--- config.mk ---
export PLATFORM = sky130hd
export DESIGN_NAME = pipe_wb
export DESIGN_NICKNAME = d
export VERILOG_FILES = /design/src/rtl/pipe_wb_pkg.sv /design/src/rtl/load_align.sv /design/src/rtl/pipe_wb.sv
export SDC_FILE = /design/constraint.sdc
export NUM_CORES = 1
export LEC_CHECK = 0
export ABC_AREA = 1
export ABC_CLOCK_PERIOD_IN_PS = 1800
export CORE_ASPECT_RATIO = 0.5
export CORE_UTILIZATION = 48
export DETAILED_ROUTE_END_ITERATION = 8
export MAX_ROUTING_LAYER = met4
export PLACE_DENSITY = 0.81
export RECOVER_POWER = 100
export SYNTH_ARGS = -nofsm -noshare
export SYNTH_HDL_FRONTEND = slang
export SYNTH_SLANG_ARGS = --single-unit
--- constraint.sdc ---
create_clock -name clk -period 1.8 [get_ports clk]
set_input_delay 0.36 -clock clk [delete_from_list [all_inputs] [get_ports clk]]
set_output_delay 0.36 -clock clk [all_outputs]
set_load 0.01 [all_outputs]
--- src/rtl/pipe_wb_pkg.sv ---
// rtl/pipe_wb_pkg.sv - shared state encoding, widths and load lane constants for write-back
package pipe_wb_pkg;
   localparam int DW     = 32;
   localparam int AW     = 5;
   localparam int BYTE_W = 8;
   localparam int HALF_W = 16;

   localparam logic [1:0] LANE_B0 = 2'd0;
   localparam logic [1:0] LANE_B1 = 2'd1;
   localparam logic [1:0] LANE_B2 = 2'd2;
   localparam logic [1:0] LANE_B3 = 2'd3;
   localparam logic       HALF_HI = 1'b1;

   typedef enum logic [1:0] {
      WB_IDLE    = 2'd0,
      WB_WAIT_LD = 2'd1,
      WB_WRITE   = 2'd2
   } wb_state_e;
endpackage

--- src/rtl/load_align.sv ---
// rtl/load_align.sv - picks the addressed byte/half/word lane and extends it
module load_align
   import pipe_wb_pkg::*;
(
   input  logic [DW-1:0] rdata_i,
   input  logic [1:0]    addr_i,
   input  logic          w_i,
   input  logic          h_i,
   input  logic          b_i,
   input  logic          z_i,
   output logic [DW-1:0] data_o,
   output logic          aligned_o
);
   logic [BYTE_W-1:0] byte_v;
   logic [HALF_W-1:0] half_v;

   always_comb begin
      case (addr_i)
         LANE_B1: byte_v = rdata_i[15:8];
         LANE_B2: byte_v = rdata_i[23:16];
         LANE_B3: byte_v = rdata_i[31:24];
         default: byte_v = rdata_i[7:0];
      endcase
      half_v = (addr_i[1] == HALF_HI) ? rdata_i[31:16] : rdata_i[15:0];

      // Word is the fallback when no width bit is set.
      data_o    = rdata_i;
      aligned_o = (addr_i == LANE_B0);
      if (!w_i && h_i) begin
         data_o    = {{(DW-HALF_W){half_v[HALF_W-1] & ~z_i}}, half_v};
         aligned_o = ~addr_i[0];
      end else if (!w_i && b_i) begin
         data_o    = {{(DW-BYTE_W){byte_v[BYTE_W-1] & ~z_i}}, byte_v};
         aligned_o = 1'b1;
      end
   end
endmodule

--- src/rtl/pipe_wb.sv ---
// rtl/pipe_wb.sv - MIPS write-back stage: waits for load data, aligns it, drives the regfile port
module pipe_wb #(
   parameter int DW    = pipe_wb_pkg::DW,
   parameter int AW    = pipe_wb_pkg::AW,
   parameter int CNT_W = 32
) (
   input  logic             clk,
   input  logic             rst,
   input  logic             m_valid,
   output logic             m_ready,
   input  logic             m_wrf,
   input  logic [AW-1:0]    m_wa,
   input  logic [DW-1:0]    m_alu,
   input  logic             m_overflow,
   input  logic             m_load,
   input  logic             m_w,
   input  logic             m_h,
   input  logic             m_b,
   input  logic             m_z,
   input  logic             dmem_rvalid,
   input  logic [DW-1:0]    dmem_rdata,
   output logic [DW-1:0]    wd,
   output logic             rf_wena,
   output logic [AW-1:0]    wa,
   output logic             misalign,
   output logic [CNT_W-1:0] retire_cnt
);
   import pipe_wb_pkg::*;

   localparam logic [CNT_W-1:0] CNT_ONE = {{(CNT_W-1){1'b0}}, 1'b1};

   wb_state_e        state_q;
   logic             ld_wrf_q;
   logic [AW-1:0]    ld_wa_q;
   logic [1:0]       ld_addr_q;
   logic             ld_w_q, ld_h_q, ld_b_q, ld_z_q;
   logic [DW-1:0]    wd_q;
   logic [AW-1:0]    wa_q;
   logic             rf_wena_q, misalign_q;
   logic [CNT_W-1:0] retire_q;
   logic [DW-1:0]    al_data;
   logic             al_ok;
   logic             accept;

   assign m_ready    = (state_q != WB_WAIT_LD);
   assign accept     = m_valid && m_ready;
   assign wd         = wd_q;
   assign wa         = wa_q;
   assign rf_wena    = rf_wena_q;
   assign misalign   = misalign_q;
   assign retire_cnt = retire_q;

   load_align u_align (
      .rdata_i   (dmem_rdata),
      .addr_i    (ld_addr_q),
      .w_i       (ld_w_q),
      .h_i       (ld_h_q),
      .b_i       (ld_b_q),
      .z_i       (ld_z_q),
      .data_o    (al_data),
      .aligned_o (al_ok)
   );

   always_ff @(posedge clk) begin
      if (rst) begin
         state_q    <= WB_IDLE;
         ld_wrf_q   <= 1'b0;
         ld_wa_q    <= '0;
         ld_addr_q  <= '0;
         ld_w_q     <= 1'b0;
         ld_h_q     <= 1'b0;
         ld_b_q     <= 1'b0;
         ld_z_q     <= 1'b0;
         wd_q       <= '0;
         wa_q       <= '0;
         rf_wena_q  <= 1'b0;
         misalign_q <= 1'b0;
         retire_q   <= '0;
      end else begin
         rf_wena_q  <= 1'b0;
         misalign_q <= 1'b0;
         case (state_q)
            WB_WAIT_LD: begin
               if (dmem_rvalid) begin
                  wd_q       <= al_data;
                  wa_q       <= ld_wa_q;
                  rf_wena_q  <= ld_wrf_q && (ld_wa_q != '0) && al_ok;
                  misalign_q <= ~al_ok;
                  retire_q   <= retire_q + CNT_ONE;
                  state_q    <= WB_WRITE;
               end
            end
            default: begin
               // IDLE and WRITE accept identically, giving 1/cycle for non-loads.
               if (accept) begin
                  ld_wrf_q  <= m_wrf;
                  ld_wa_q   <= m_wa;
                  ld_addr_q <= m_alu[1:0];
                  ld_w_q    <= m_w;
                  ld_h_q    <= m_h;
                  ld_b_q    <= m_b;
                  ld_z_q    <= m_z;
                  if (m_load) begin
                     state_q <= WB_WAIT_LD;
                  end else begin
                     wd_q      <= m_alu;
                     wa_q      <= m_wa;
                     rf_wena_q <= m_wrf && !m_overflow && (m_wa != '0);
                     retire_q  <= retire_q + CNT_ONE;
                     state_q   <= WB_WRITE;
                  end
               end else begin
                  state_q <= WB_IDLE;
               end
            end
         endcase
      end
   end
endmodule

==> results of run 1 <==
==> synthesized netlist by cell type <==
| library cell | n | share of area [%] |
|---|---|---|
| a21boi_0 | 1 | 0.15 |
| a21oi_1 | 57 | 5.6 |
| a21oi_2 | 2 | 0.35 |
| a31oi_1 | 8 | 0.99 |
| and2_1 | 2 | 0.25 |
| buf_1 | 2 | 0.15 |
| buf_2 | 10 | 0.99 |
| buf_4 | 5 | 0.74 |
| buf_6 | 5 | 1.1 |
| clkbuf_1 | 13 | 0.97 |
| clkinv_1 | 2 | 0.15 |
| clkinv_2 | 1 | 0.099 |
| dfxtp_1 | 85 | 34 |
| ha_1 | 1 | 0.25 |
| inv_1 | 47 | 3.5 |
| inv_2 | 8 | 0.59 |
| inv_4 | 1 | 0.12 |
| nand2_1 | 324 | 24 |
| nand2_2 | 8 | 0.99 |
| nand2_4 | 5 | 1.1 |
| nand3_1 | 25 | 2.5 |
| nand3_2 | 3 | 0.59 |
| nand3b_1 | 1 | 0.15 |
| nand4_1 | 17 | 2.1 |
| nand4_4 | 1 | 0.42 |
| nor2_1 | 120 | 8.9 |
| nor2_2 | 5 | 0.62 |
| nor2_4 | 4 | 0.89 |
| nor2_8 | 1 | 0.40 |
| nor3_1 | 4 | 0.40 |
| nor3_2 | 1 | 0.20 |
| o211ai_1 | 1 | 0.15 |
| o21a_1 | 4 | 0.59 |
| o21ai_0 | 43 | 4.3 |
| o21ai_1 | 5 | 0.50 |
| o41ai_1 | 1 | 0.17 |
| or2_2 | 6 | 0.74 |
| xnor2_1 | 2 | 0.35 |
| xor2_1 | 1 | 0.17 |
==> worst max-delay path by stage <==
stage / start / to / slack [ns]
2_1_floorplan: retire_cnt[0]$_SDFFE_PP0P_ / retire_cnt[24]$_SDFFE_PP0P_ / 0.39
3_3_place_gp: m_valid / retire_cnt[29]$_SDFFE_PP0P_ / -0.03
3_5_place_dp: m_valid / retire_cnt[29]$_SDFFE_PP0P_ / -0.08
4_1_cts: retire_cnt[24]$_SDFFE_PP0P_ / retire_cnt[24] / 0.02
5_1_grt: retire_cnt[25]$_SDFFE_PP0P_ / retire_cnt[25] / 0.006
6_report: retire_cnt[25]$_SDFFE_PP0P_ / retire_cnt[25] / 0.02
==> cells by family after synthesis <==
logic type,share of synthesized area [%]
xor+xnor,0.520
flops,33.7
buf+inv,8.42
simple gates,44.3
compound gates,12.8
fa+ha+maj,0.248
==> cell type report <==
| class | count | area [sq um] |
|---|---|---|
| timing repair buffer | 180 | 1750 |
| fill | 933 | 3130 |
| inverter | 59 | 223 |
| clock inverter | 7 | 123 |
| clock buffer | 9 | 225 |
| tap | 140 | 175 |
| sequential | 85 | 1700 |
| multi-input combinational | 653 | 2890 |
==> power by group <==
group          switching, uW  internal [uW]  total [uW]
registers               51.7           1970        2020
logic                    522            462         984
clock network            819           1360        2180
total                   1390           3800        5190
==> worst register-to-register path, stage by stage (launching register included) <==
cell and delay, ns:
dfxtp_1 0.37, inv_1 0.09, nand2_4 0.12, nand3_1 0.15, nand2_4 0.21, nand2_1 0.17, nor2_2 0.18, nand4_1 0.10
nand2_1 0.08, nor2_1 0.05
==> flip-flops by register name, indices dropped and copies added (netlist names), 2 cells and up <==
register and cells:
wa 5, retire_cnt 32, wd 32, ld_wa_q 5, state_q 2, ld_addr_q 2
==> per-stage QoR <==
step	hold slack (ns)	setup slack [ns]
after global placement	0.441	-0.0327
after detailed placement	0.438	-0.0809
after global routing	0.468	0.00611
after floorplan	0.434	0.392
after CTS	0.452	0.0198
final	0.449	0.0154
==> layer usage <==
metal / global-route usage (%) / wire length [um] / vias to the layer above
met3: 5.77 / 793 / 22
li1: - / - / 2950
met1: 35.5 / 7010 / 2603
met4: 6.87 / 176 / 0
met2: 48.3 / 6950 / 187
met5: - / 0 / -
==> timing repair <==
action                     4_1_cts  5_1_grt
resized for setup                1        2
setup endpoints to repair        1        2
setup buffers                    0        0
hold endpoints to repair         0        0
pin swaps                        0        0
==> results.json, run 1 <==
{
  "drv_slew": 0,
  "clk_pin_slew_ns": 0.07,
  "routed_wl_um": 14900,
  "whs_path_depth": 2,
  "clockRootBuffer": "clkbuf_16",
  "slew_headroom_pct": 72.6,
  "hold_path_startpoint": "wd[0]$_SDFFE_PP0P_",
  "crit_fanout": 7,
  "overflow": 0,
  "viasPerCell": 5.09,
  "grt_max_degree": 29,
  "setup_viol": 0,
  "antenna_cells": 0,
  "yosys_warnings": 0,
  "maxCapViolCount": 0,
  "cp-end-kind": "primary output",
  "grt_pass1_vias": 5110,
  "die_h_um": 74.5,
  "top_level_ports": 152,
  "start_util_pct": 49.5,
  "cts.path.max_buffers": 2,
  "row_count": 26,
  "core_sq_mm": 0.0102,
  "timing.reg2reg.setup_slack_ns": 0.18,
  "p_leak_uw": 0.00323,
  "path_cells": "clkdlybuf4s50_1",
  "worstPathRequired_ns": 1.44,
  "rsz0062_at_grt": "no",
  "clk_latency_ns": 0.35,
  "min_to": "wd[0]$_SDFFE_PP0P_",
  "dr.pass1.iters": 5,
  "fin_crit_ns": 1.78,
  "dp_cells": 1117,
  "synth_cells": 832,
  "fin_setup_tns_ns": 0,
  "grt_pass1_wl_um": 24000,
  "dpl_cell_area_sq_mm": 0.00679,
  "final_util_pct": 69.4,
  "ys_seq_elements": 85,
  "h-tree-depth": 3,
  "synth_seq_area_share_pct": 33.7,
  "finalPower_uw": 5190,
  "drt_iter0_markers": 451,
  "crit_path_max_incr_delay_ns": 0.60,
  "start_kind": "register",
  "max_freq_mhz": 560,
  "post-route-drc-count": 0,
  "track_usage_pct": 28.6,
  "numClockSinks": 85,
  "nets": 1069,
  "antenna_found_initial": 0,
  "instances_no_fill": 1133,
  "hold_viol": 0,
  "dieArea_sq_mm": 0.0110,
  "final_cell_mix": "nand2_1 (325), nor2_1 (123), clkdlybuf4s50_1 (101), dfxtp_1 (83), a21oi_1 (57)",
  "final_area_sq_mm": 0.00709,
  "die_x_um": 147,
  "crit_buf_inv": 1,
  "area_growth_pct": 40.3,
  "critPathTopFamily": "buffers and inverters",
  "fin_skew_ns": 0.00620,
  "holdCritPathClass": "reg2reg",
  "r2r_end": "retire_cnt[11]$_SDFFE_PP0P_",
  "synth_nets": 913,
  "cp.depth": 1,
  "ys_types": 39,
  "netlist_area_sq_mm": 0.00505,
  "antenna_left": 0,
  "avgSynthCellArea_sq_um": 6.07,
  "cts-buffers-inserted": 9,
  "hpwlAfterDp_um": 11000,
  "layout-drive-gt1-share_pct": 8.56,
  "cts_tree": "built",
  "r2r-start": "state_q[1]$_SDFFE_PP0P_",
  "place_congestion": 0.981,
  "status": "finished, final reports clean",
  "post-route-period-util_pct": 99.1,
  "reg2regPathDepth": 9,
  "wl_per_cell_um": 13.2,
  "io_buffers": 151,
  "critPathKind": "reg2out",
  "critPathSlowestCell": "clkdlybuf4s50_1",
  "vias": 5762,
  "critical_path_arrival_ns": 1.42,
  "layout_commonest_cell": "nand2_1",
  "powerDensity_mw_per_mm2": 732,
  "ir_drop_v": 0.000544,
  "postCtsHoldBufs": 0,
  "tightest_slew_ns": 0.411
}
Power figures use the tool's default switching activity.
==> inputs of run 2 (changes only) <==
- CAP_MARGIN: default -> 20
- SKIP_CTS_REPAIR_TIMING: default -> 1
==> run 2 against run 1 <==
Net effect:
- cell count stayed put
- critical path type unchanged
- largest cell class unchanged
- critical endpoint unchanged
- combinational power barely moved
- fmax decreased by 0.17%
- largest power group unchanged
==> results.json, run 2 (synthesis results as in run 1) <==
{
  "crit_path_max_incr_delay_ns": 0.60,
  "vias": 5774,
  "setup_viol": 0,
  "core_sq_mm": 0.0102,
  "clk_pin_slew_ns": 0.07,
  "fin_setup_tns_ns": 0,
  "cts_tree": "built",
  "h-tree-depth": 3,
  "rsz0062_at_grt": "no",
  "io_buffers": 151,
  "cp-end-kind": "primary output",
  "post-route-drc-count": 0,
  "die_h_um": 74.5,
  "area_growth_pct": 40.3,
  "numClockSinks": 85,
  "slew_headroom_pct": 72.5,
  "wl_per_cell_um": 13.2,
  "layout-drive-gt1-share_pct": 8.56,
  "hpwlAfterDp_um": 11000,
  "place_congestion": 0.981,
  "fillers": 933,
  "die_x_um": 147,
  "holdCritPathClass": "reg2reg",
  "cts-buffers-inserted": 9,
  "nets": 1069,
  "crit_buf_inv": 1,
  "drv_slew": 0,
  "track_usage_pct": 28.6,
  "max_freq_mhz": 559,
  "powerDensity_mw_per_mm2": 733,
  "seqCellArea_sq_mm": 0.00170,
  "layout_commonest_cell": "nand2_1",
  "final_cell_mix": "nand2_1 (325), nor2_1 (123), clkdlybuf4s50_1 (101), dfxtp_1 (83), a21oi_1 (57)",
  "antenna_found_initial": 0,
  "clockRootBuffer": "clkbuf_16",
  "dr.pass1.iters": 5,
  "grt_pass1_wl_um": 24000,
  "start_kind": "register",
  "critical_path_arrival_ns": 1.43,
  "tightest_slew_ns": 0.412,
  "post-route-period-util_pct": 99.3,
  "top_level_ports": 152,
  "viasPerCell": 5.10,
  "grt_pass1_vias": 5110,
  "hold_viol": 0,
  "drt_iter0_markers": 453,
  "ir_drop_v": 0.000545,
  "final_util_pct": 69.4,
  "crit_fanout": 7,
  "critPathSlowestCell": "clkdlybuf4s50_1",
  "critPathTopFamily": "buffers and inverters",
  "multi_input_area_sq_mm": 0.00289,
  "cts.path.max_buffers": 2,
  "path_cells": "clkdlybuf4s50_1",
  "finalPower_uw": 5190,
  "worstPathRequired_ns": 1.44,
  "maxCapViolCount": 0,
  "critPathKind": "reg2out",
  "routed_wl_um": 15000,
  "start_util_pct": 49.5,
  "antenna_left": 0,
  "p_leak_uw": 0.00323,
  "row_count": 26,
  "grt_max_degree": 29,
  "status": "finished, final reports clean",
  "antenna_cells": 0,
  "fin_skew_ns": 0.00627,
  "dieArea_sq_mm": 0.0110,
  "fin_crit_ns": 1.79,
  "overflow": 0,
  "clk_latency_ns": 0.35
}
run 2: area by class of cell:
class | count | share of cell area (%)
tap | 140 | 2.47
clock buffer | 9 | 3.18
sequential | 85 | 24.0
clock inverter | 7 | 1.73
inverter | 59 | 3.14
multi-input combinational | 653 | 40.8
timing repair buffer | 180 | 24.7
run 2: tightest hold or removal path, stage by stage (launching register included):
cell	delay, ns
dfxtp_1	0.31
nand2_1	0.06
nand2_1	0.04
run 2: final timing paths:
| path | start | to | slack, ns | depth (start not counted) |
|---|---|---|---|---|
| min | wd[0]$_SDFFE_PP0P_ | wd[0]$_SDFFE_PP0P_ | 0.45 | 2 |
| max | retire_cnt[25]$_SDFFE_PP0P_ | retire_cnt[25] | 0.01 | 1 |
| min reg2reg | wd[0]$_SDFFE_PP0P_ | wd[0]$_SDFFE_PP0P_ | 0.45 | 2 |
| max reg2reg | state_q[1]$_SDFFE_PP0P_ | retire_cnt[11]$_SDFFE_PP0P_ | 0.18 | 9 |
run 2: power breakdown:
group	switching (uW)	internal, uW	total [uW]
sequential	51.7	1970	2020
combinational	523	462	985
clock	822	1360	2190
run 2: routing by layer:
layer  share of wire (%)  vias to the layer above  GRT usage [%]
met2                  47                      190           48.3
met5                   0                        -              -
met1                  47                     2613           35.5
met3                 5.2                       20           5.77
li1                    -                     2951              -
met4                 1.2                        0           6.87
run 2: metrics by stage:
stage	hold slack, ns	setup WS, ns	cells	area [sq um]
global route	0.468	0.00611	1133	7090
global placement	0.441	-0.0327	1117	6790
finish	0.449	0.0124	1133	7090
CTS	0.452	-0.0463	1133	7140
detailed placement	0.438	-0.0809	1117	6790
floorplan	0.434	0.392	832	5050
